File: config.mk
export PLATFORM = sky130hd
export DESIGN_NAME = ex_muldiv_hilo
export DESIGN_NICKNAME = d
export VERILOG_FILES = /design/src/rtl/ex_pkg.sv /design/src/rtl/div_unit.sv /design/src/rtl/ex_muldiv_hilo.sv
export SDC_FILE = /design/constraint.sdc
export NUM_CORES = 2
export LEC_CHECK = 0
export ABC_AREA = 1
export BUFFER_PORTS_ARGS = -buffer_cell sky130_fd_sc_hd__buf_2
export CAP_MARGIN = 10
export CORE_ASPECT_RATIO = 1.4
export CORE_MARGIN = 2
export CORE_UTILIZATION = 45
export DETAILED_ROUTE_END_ITERATION = 10
export SLEW_MARGIN = 20
export SYNTH_ARGS = -nofsm -noshare
export SYNTH_HDL_FRONTEND = slang
export SYNTH_SLANG_ARGS = --single-unit
File: constraint.sdc
create_clock -name clk -period 16.17 [get_ports clk]
set_clock_uncertainty 0.15 [all_clocks]
set_input_delay 0.8085 -clock clk [delete_from_list [all_inputs] [get_ports clk]]
set_output_delay 0.8085 -clock clk [all_outputs]
set_load 0.005 [all_outputs]
File: src/rtl/ex_pkg.sv
// Shared EX-stage definitions: ALU operation codes, write-enable levels and the
// divider state encoding used by the HI/LO arithmetic unit.
package ex_pkg;

  localparam logic [7:0] EXE_NOP_OP   = 8'b0000_0000;
  localparam logic [7:0] EXE_MULT_OP  = 8'b0001_1000;
  localparam logic [7:0] EXE_MULTU_OP = 8'b0001_1001;
  localparam logic [7:0] EXE_DIV_OP   = 8'b0001_1010;
  localparam logic [7:0] EXE_DIVU_OP  = 8'b0001_1011;
  localparam logic [7:0] EXE_MADD_OP  = 8'b1010_0110;
  localparam logic [7:0] EXE_MADDU_OP = 8'b1010_1000;
  localparam logic [7:0] EXE_MSUB_OP  = 8'b1010_1010;
  localparam logic [7:0] EXE_MSUBU_OP = 8'b1010_1011;

  localparam logic        WriteEnable  = 1'b1;
  localparam logic        WriteDisable = 1'b0;
  localparam logic [31:0] ZeroWord     = 32'h0000_0000;

  typedef enum logic [1:0] {
    DIV_IDLE,
    DIV_BYZERO,
    DIV_ON,
    DIV_END
  } div_state_t;

  typedef enum logic [1:0] {
    OP_NONE,
    OP_MUL,
    OP_MACC,
    OP_DIV
  } op_class_t;

  function automatic op_class_t op_class(input logic [7:0] op);
    op_class_t cls;
    case (op)
      EXE_MULT_OP, EXE_MULTU_OP:                           cls = OP_MUL;
      EXE_MADD_OP, EXE_MADDU_OP, EXE_MSUB_OP, EXE_MSUBU_OP: cls = OP_MACC;
      EXE_DIV_OP, EXE_DIVU_OP:                             cls = OP_DIV;
      default:                                             cls = OP_NONE;
    endcase
    return cls;
  endfunction

  function automatic logic op_is_signed(input logic [7:0] op);
    return (op == EXE_MULT_OP) || (op == EXE_MADD_OP) ||
           (op == EXE_MSUB_OP) || (op == EXE_DIV_OP);
  endfunction

  function automatic logic op_is_sub(input logic [7:0] op);
    return (op == EXE_MSUB_OP) || (op == EXE_MSUBU_OP);
  endfunction

endpackage

File: src/rtl/div_unit.sv
// Iterative restoring divider: one quotient bit per cycle on magnitudes, with
// the sign correction applied combinationally when the result is presented.
module div_unit
  import ex_pkg::*;
#(
  parameter int WIDTH = 32
) (
  input  logic             clk,
  input  logic             rst,
  input  logic             start_i,
  input  logic             signed_i,
  input  logic             annul_i,
  input  logic [WIDTH-1:0] dividend_i,
  input  logic [WIDTH-1:0] divisor_i,
  output logic             busy_o,
  output logic             ready_o,
  output logic [WIDTH-1:0] quot_o,
  output logic [WIDTH-1:0] rem_o
);

  localparam int CW = $clog2(WIDTH);

  div_state_t       state_q, state_d;
  logic [CW-1:0]    cnt_q, cnt_d;
  logic [WIDTH-1:0] quot_q, quot_d;
  logic [WIDTH-1:0] rem_q, rem_d;
  logic [WIDTH-1:0] dsor_q, dsor_d;
  logic             neg_quot_q, neg_quot_d;
  logic             neg_rem_q, neg_rem_d;
  logic [WIDTH:0]   trial;
  logic [WIDTH:0]   diff;

  always_comb begin
    // NOTE: every signal written here gets a default first, so no path leaves it unassigned (no latch).
    state_d    = state_q;
    cnt_d      = cnt_q;
    quot_d     = quot_q;
    rem_d      = rem_q;
    dsor_d     = dsor_q;
    neg_quot_d = neg_quot_q;
    neg_rem_d  = neg_rem_q;
    busy_o     = 1'b0;
    ready_o    = 1'b0;
    quot_o     = '0;
    rem_o      = '0;
    trial      = {rem_q, quot_q[WIDTH-1]};
    diff       = trial - {1'b0, dsor_q};

    unique case (state_q)
      DIV_IDLE: begin
        if (start_i) begin
          busy_o = 1'b1;
          cnt_d  = '0;
          if (divisor_i == '0) begin
            // Result is final already; clearing the sign flags keeps END from touching it.
            state_d    = DIV_BYZERO;
            quot_d     = '1;
            rem_d      = dividend_i;
            neg_quot_d = 1'b0;
            neg_rem_d  = 1'b0;
          end else begin
            state_d    = DIV_ON;
            quot_d     = (signed_i && dividend_i[WIDTH-1]) ? -dividend_i : dividend_i;
            dsor_d     = (signed_i && divisor_i[WIDTH-1])  ? -divisor_i  : divisor_i;
            rem_d      = '0;
            neg_quot_d = signed_i & (dividend_i[WIDTH-1] ^ divisor_i[WIDTH-1]);
            neg_rem_d  = signed_i & dividend_i[WIDTH-1];
          end
        end
      end
      DIV_BYZERO: begin
        busy_o  = 1'b1;
        state_d = DIV_END;
      end
      DIV_ON: begin
        busy_o = 1'b1;
        // quot_q doubles as the dividend shift register; quotient bits enter at the bottom.
        if (!diff[WIDTH]) begin
          rem_d  = diff[WIDTH-1:0];
          quot_d = {quot_q[WIDTH-2:0], 1'b1};
        end else begin
          rem_d  = trial[WIDTH-1:0];
          quot_d = {quot_q[WIDTH-2:0], 1'b0};
        end
        cnt_d = cnt_q + CW'(1);
        if (cnt_q == CW'(WIDTH - 1)) state_d = DIV_END;
      end
      DIV_END: begin
        ready_o = 1'b1;
        quot_o  = neg_quot_q ? -quot_q : quot_q;
        rem_o   = neg_rem_q  ? -rem_q  : rem_q;
        cnt_d   = '0;
        state_d = DIV_IDLE;
      end
      default: state_d = DIV_IDLE;
    endcase

    if (annul_i) begin
      state_d = DIV_IDLE;
      cnt_d   = '0;
      busy_o  = 1'b0;
      ready_o = 1'b0;
    end
  end

  always_ff @(posedge clk) begin
    // NOTE: state registers use non-blocking assignment so every flop samples pre-edge values.
    if (rst) begin
      state_q    <= DIV_IDLE;
      cnt_q      <= '0;
      quot_q     <= '0;
      rem_q      <= '0;
      dsor_q     <= '0;
      neg_quot_q <= 1'b0;
      neg_rem_q  <= 1'b0;
    end else begin
      state_q    <= state_d;
      cnt_q      <= cnt_d;
      quot_q     <= quot_d;
      rem_q      <= rem_d;
      dsor_q     <= dsor_d;
      neg_quot_q <= neg_quot_d;
      neg_rem_q  <= neg_rem_d;
    end
  end

endmodule

File: src/rtl/ex_muldiv_hilo.sv
// EX-stage HI/LO arithmetic: forwarding, single-cycle multiply, two-cycle
// multiply-accumulate and an iterative divider, with stall request and HI/LO write.
module ex_muldiv_hilo
  import ex_pkg::*;
#(
  parameter int WIDTH   = 32,
  parameter int MADD_EN = 1
) (
  input  logic             clk,
  input  logic             rst,
  input  logic [7:0]       aluop_i,
  input  logic [WIDTH-1:0] reg1_i,
  input  logic [WIDTH-1:0] reg2_i,
  input  logic [WIDTH-1:0] hi_i,
  input  logic [WIDTH-1:0] lo_i,
  input  logic             mem_whilo_i,
  input  logic [WIDTH-1:0] mem_hi_i,
  input  logic [WIDTH-1:0] mem_lo_i,
  input  logic             wb_whilo_i,
  input  logic [WIDTH-1:0] wb_hi_i,
  input  logic [WIDTH-1:0] wb_lo_i,
  input  logic             flush_i,
  output logic             stallreq_o,
  output logic             whilo_o,
  output logic [WIDTH-1:0] hi_o,
  output logic [WIDTH-1:0] lo_o
);

  op_class_t          op_cls;
  logic               is_macc;
  logic               is_signed;
  logic [2*WIDTH-1:0] hilo_fwd;
  logic [2*WIDTH-1:0] mul_a, mul_b, product;
  logic [2*WIDTH-1:0] macc_sum;
  logic [2*WIDTH-1:0] temp_q, temp_d;
  logic               cnt_q, cnt_d;

  logic               div_busy, div_ready;
  logic [WIDTH-1:0]   div_quot, div_rem;

  assign op_cls    = op_class(aluop_i);
  assign is_macc   = (MADD_EN != 0) && (op_cls == OP_MACC);
  assign is_signed = op_is_signed(aluop_i);

  always_comb begin
    hilo_fwd = {hi_i, lo_i};
    if (mem_whilo_i)     hilo_fwd = {mem_hi_i, mem_lo_i};
    else if (wb_whilo_i) hilo_fwd = {wb_hi_i, wb_lo_i};
  end

  // Sign/zero extend to full width; the low 2*WIDTH bits of the product are exact either way.
  always_comb begin
    mul_a   = {{WIDTH{is_signed & reg1_i[WIDTH-1]}}, reg1_i};
    mul_b   = {{WIDTH{is_signed & reg2_i[WIDTH-1]}}, reg2_i};
    product = mul_a * mul_b;
  end

  assign macc_sum = op_is_sub(aluop_i) ? (hilo_fwd - temp_q) : (hilo_fwd + temp_q);

  div_unit #(
    .WIDTH(WIDTH)
  ) u_div (
    .clk        (clk),
    .rst        (rst),
    .start_i    ((op_cls == OP_DIV) && !flush_i),
    .signed_i   (is_signed),
    .annul_i    (flush_i),
    .dividend_i (reg1_i),
    .divisor_i  (reg2_i),
    .busy_o     (div_busy),
    .ready_o    (div_ready),
    .quot_o     (div_quot),
    .rem_o      (div_rem)
  );

  always_comb begin
    stallreq_o = 1'b0;
    whilo_o    = WriteDisable;
    hi_o       = WIDTH'(ZeroWord);
    lo_o       = WIDTH'(ZeroWord);
    cnt_d      = 1'b0;
    temp_d     = temp_q;

    if (is_macc) begin
      if (!cnt_q) begin
        temp_d     = product;
        cnt_d      = 1'b1;
        stallreq_o = 1'b1;
      end else begin
        whilo_o      = WriteEnable;
        {hi_o, lo_o} = macc_sum;
      end
    end else if (op_cls == OP_MUL) begin
      whilo_o      = WriteEnable;
      {hi_o, lo_o} = product;
    end

    if (div_ready) begin
      whilo_o = WriteEnable;
      hi_o    = div_rem;
      lo_o    = div_quot;
    end
    if (div_busy) stallreq_o = 1'b1;

    // Annulled or reset cycles must neither stall nor write anything.
    if (flush_i || rst) begin
      stallreq_o = 1'b0;
      whilo_o    = WriteDisable;
      hi_o       = WIDTH'(ZeroWord);
      lo_o       = WIDTH'(ZeroWord);
      cnt_d      = 1'b0;
    end
  end

  always_ff @(posedge clk) begin
    if (rst) begin
      cnt_q  <= 1'b0;
      temp_q <= '0;
    end else begin
      cnt_q  <= cnt_d;
      temp_q <= temp_d;
    end
  end

endmodule

==> results.md <==
| Group | Quantity | Value |
|:---|:---|:---|
| worst setup path | Largest driver fanout on the critical path | 31 |
| sta | Final count of pins violating max slew | 0 |
| yosys | Sequential-to-total area share from yosys stat | 0.0551 |
| global route | Largest net degree at the start of global routing | 99 |
| cts | Insertion delay of the later-clocked pin in the worst-skew pair | 0.51 ns |
| cts | Inserted Clock Buffers | 17 |
| yosys | Yosys Warn Count | 0 |
| job | Maxcap violations | 0 |
| sta | Sum of negative setup slack | 0 ns |
| yosys | Instance count of the mapped netlist | 9003 |
| global route | Met2 Use GR | 0.678 |
| worst setup path | Required arrival time at the worst endpoint | 15.21 ns |
| place | GP Congestion | 1.05 |
| cells and area | Fraction of final layout cells sized beyond drive strength 1 | 0.0622 |
| sta | Least-Margin Pin Slew | 1.12 ns |
| global route | Grt peak-use layer | met2 |
| cells and area | Share of the core filled with cells | 0.481 |
| hold path | Class of the tightest hold or removal check | reg -> reg |
| cts | Number of gates given a new drive strength after cts | 0 |
| global route | Vias in the first global route | 62600 |
| drt | Number of detailed-routing iterations run before antenna repair | 6 |
| cts | Maximum clock path buffer count | 2 |
| worst setup path | Start point of the critical path | aluop_i[2] |
| global route | First-pass GRT wire length | 404000 um |
| global route | GRT met3 Usage | 0.0570 |
| sta | Post-layout minimum cycle time | 12.38 ns |
| place | Total half-perimeter wirelength after legalization and detailed placement | 230000 um |
| global route | Met1 usage | 0.445 |
| sta | Period utilization | 0.765 |
| worst setup path | Max incr delay on CP | 0.59 ns |
| cells and area | Number of standard cells in the final layout excluding fillers | 10800 |
| yosys | #FFs+latches synth | 170 |
| drt | Overall via count from detail_route | 60100 |
| sta | RSZ-0062 raised after global routing | false |
| die | Ports placed on the boundary | 335 |
| cells and area | P&R area growth vs syn | 5.95% |
| drt | Wire per inst | 25.8 um |
| cts | Clock transition at path regs | 0.08 ns |
| die | Initial core utilization | 0.454 |
| sta | Fmax achieved | 80.8 MHz |
| cts | Cts hold-fix bufs | 0 |
| place | Cell Count Post-Placement | 10800 |
| cts | Total setup buffers inserted after CTS | 0 |
| yosys | Synthesized area per cell | 6.86 sq um |
| worst setup path | Register-to-register setup slack | 11.83 ns |
| global route | Overall global routing resource usage | 0.397 |
| cts | Maximum level of the CTS H-tree | 4 |
| cells and area | Area used by sequential logic in the layout | 3400 sq um |
| die | Core area | 136000 sq um |
| yosys | Synthesized net count | 10700 |
| drt | Remaining number of nets flagged by the antenna check after routing | 0 |
| die | Row count | 160 |
| cells and area | Area taken by multi-input logic gates | 48600 sq um |
| worst setup path | Most used cell along the critical path | sky130_fd_sc_hd__fa_1 |
| cts | Clock tree root buffer cell | sky130_fd_sc_hd__clkbuf_16 |
| worst setup path | Critical Path Sink Type | primary output |
| cells and area | Design area | 65500 sq um |
| sta | Final hold violation count | 0 |
| cells and area | Filler cell count in the final layout | 14300 |
| worst setup path | Launch instance of the worst register-to-register path | u_div.rem_q[16] |
| cts | CTS tree | yes |
| yosys | Post-Synthesis Cell Area | 61800 sq um |
| yosys | Distinct cells, synth | 55 |
| worst setup path | Crit start category | input port |
| cts | CTS sink count | 170 |
| worst setup path | Endpoint of the worst-slack reg-to-reg timing path | u_div.rem_q[3] |
| drt | Detailed router's first-iteration violation count | 4657 |
| drt | DRC Markers | 0 |
| drt | Total Routed Length | 279000 um |
| worst setup path | Termination of the worst setup path | hi_o[26] |
| global route | Antenna violations before repair | 5 |
| place | Port Buffer Count | 334 |
| drt | Detail-routed via count per cell | 5.54 |
| cells and area | Final layout net count | 10800 |
| global route | Overflow left after global routing | 0 |
| die | Die Y | 442 um |
| worst setup path | CP Data Arrival Time | 11.42 ns |
| worst setup path | Cells on worst reg2reg path | 11 |
| worst setup path | Cell with the largest stage delay on the worst path | sky130_fd_sc_hd__inv_2 |
| worst setup path | Critical path class | in -> out |
| place | Placed standard-cell area | 64800 sq um |
| die | Width of the chip | 317 um |
| sta | Headroom to the max-slew limit | 0.246 |
| outcome | Run status | finished clean |
| sta | Number of failing setup endpoints in the final timing report | 0 |
| die | Area enclosed by the die boundary | 140000 sq um |
-- cells in the mapped netlist, drive strengths merged --
cell type  instances  area (sq um)
a21boi            15           113
o31ai              6          45.0
buf              155           673
nor2             738          2840
a221oi             2          17.5
o21ai            464          2330
a31oi             32           200
nand3b            24           180
nand2b             1          6.26
nor4              34           219
nand2           2091          7870
and3               3          18.8
nor3              74           405
o221ai             4          35.0
o211ai            43           323
nor3b              1          12.5
a31o               1          8.76
a211oi             7          52.6
ha               321          4020
o22ai             14          87.6
xnor2             39           342
o21a              16           120
fa              1127         22600
clkbuf           258           970
clkinv             1          3.75
or3b               1          8.76
a311oi             2          17.5
nand3            363          1840
xor2             141          1230
and2               2          12.5
nand4             63           394
dfxtp            170          3400
o21bai            19           143
a21oi            559          2870
or2               21           131
or3                1          6.26
a21o              18           135
inv             2172          8160
-- registers in the layout, indices dropped and copies added, names as in the netlist --
name,cells
temp_q,64
u_div.dsor_q,32
u_div.quot_q,32
u_div.rem_q,32
u_div.cnt_q,5
u_div.state_q,2
cnt_q,1
u_div.neg_quot_q,1
u_div.neg_rem_q,1
-- worst min-delay path by stage --
stage | startpoint | to | cells past startpoint
5_1_grt | u_div.quot_q[27] | u_div.quot_q[27] | 2
4_1_cts | u_div.quot_q[27] | u_div.quot_q[27] | 2
2_1_floorplan | u_div.dsor_q[10] | u_div.dsor_q[10] | 2
6_report | u_div.quot_q[27] | u_div.quot_q[27] | 2
3_3_place_gp | u_div.quot_q[27] | u_div.quot_q[27] | 2
3_5_place_dp | u_div.quot_q[27] | u_div.quot_q[27] | 2
-- routing by layer --
metal / share of wire / vias to the layer above
li1: - / 27000
met1: 0.36 / 29300
met2: 0.48 / 2858
met3: 0.070 / 898
met4: 0.092 / 2
met5: 0.000047 / -
-- worst max-delay path: cells and delay by family --
kind | cells | cell delay [ns]
buffers and inverters | 7 | 1.81
AND/OR/NAND/NOR | 10 | 2.79
adder cells (fa/ha/maj) | 9 | 4.16
AO/OA/AOI/OAI | 5 | 1.78
-- area by class of cell --
class / count / share of cell area
Clock buffer: 17 / 0.00650
Clock inverter: 15 / 0.00319
Timing Repair Buffer: 432 / 0.0368
Sequential cell: 170 / 0.0520
Multi-Input combinational cell: 6247 / 0.743
Inverter: 2173 / 0.125
Tap cell: 1782 / 0.0341
Antenna cell: 4 / 0.000153
-- cells in the final DEF, fill, tap and decap left out, types with 4 or more instances in the layout --
cell type / n
sky130_fd_sc_hd__o21ai_1: 35
sky130_fd_sc_hd__buf_2: 334
sky130_fd_sc_hd__nand3b_1: 24
sky130_fd_sc_hd__nand2_2: 5
sky130_fd_sc_hd__nand3_1: 358
sky130_fd_sc_hd__nand4_1: 63
sky130_fd_sc_hd__diode_2: 4
sky130_fd_sc_hd__fa_1: 1127
sky130_fd_sc_hd__o21bai_1: 19
sky130_fd_sc_hd__nor2_4: 7
sky130_fd_sc_hd__o21ai_0: 428
sky130_fd_sc_hd__xor2_1: 141
sky130_fd_sc_hd__a21boi_0: 15
sky130_fd_sc_hd__nor2_1: 722
sky130_fd_sc_hd__o21a_1: 16
sky130_fd_sc_hd__clkinv_8: 7
sky130_fd_sc_hd__a21o_1: 18
sky130_fd_sc_hd__buf_4: 98
sky130_fd_sc_hd__inv_2: 18
sky130_fd_sc_hd__nor3_2: 6
sky130_fd_sc_hd__nand2_1: 2085
sky130_fd_sc_hd__a31oi_1: 32
sky130_fd_sc_hd__or2_2: 21
sky130_fd_sc_hd__a21oi_2: 19
sky130_fd_sc_hd__o31ai_1: 6
sky130_fd_sc_hd__xnor2_1: 39
sky130_fd_sc_hd__nor3_1: 67
sky130_fd_sc_hd__o211ai_1: 43
sky130_fd_sc_hd__o22ai_1: 14
sky130_fd_sc_hd__inv_1: 2152
sky130_fd_sc_hd__nand3_2: 5
sky130_fd_sc_hd__a211oi_1: 7
sky130_fd_sc_hd__nor4_1: 33
sky130_fd_sc_hd__a21oi_1: 540
sky130_fd_sc_hd__o221ai_1: 4
sky130_fd_sc_hd__dfxtp_1: 170
sky130_fd_sc_hd__nor2_2: 8
sky130_fd_sc_hd__ha_1: 320
sky130_fd_sc_hd__clkbuf_16: 17
-- per-stage QoR --
| step | setup slack (ns) | hold slack, ns |
|---|---|---|
| 3_3_place_gp | 4.16 | 0.306 |
| 4_1_cts | 4.16 | 0.319 |
| 5_1_grt | 3.46 | 0.349 |
| 3_5_place_dp | 4.16 | 0.307 |
| 2_1_floorplan | 6.73 | 0.285 |
| 6_report | 3.79 | 0.321 |
-- cells by family after synthesis --
family | after synthesis | synth area share
simple gates | 3417 | 0.226
xor+xnor | 180 | 0.0255
buf+inv | 2586 | 0.159
compound gates | 1202 | 0.105
flops | 170 | 0.0551
fa+ha+maj | 1448 | 0.430
Power is left out: the tool's default activity adds up to more than one toggle a clock period on the data nets, which glitch-free logic cannot reach.
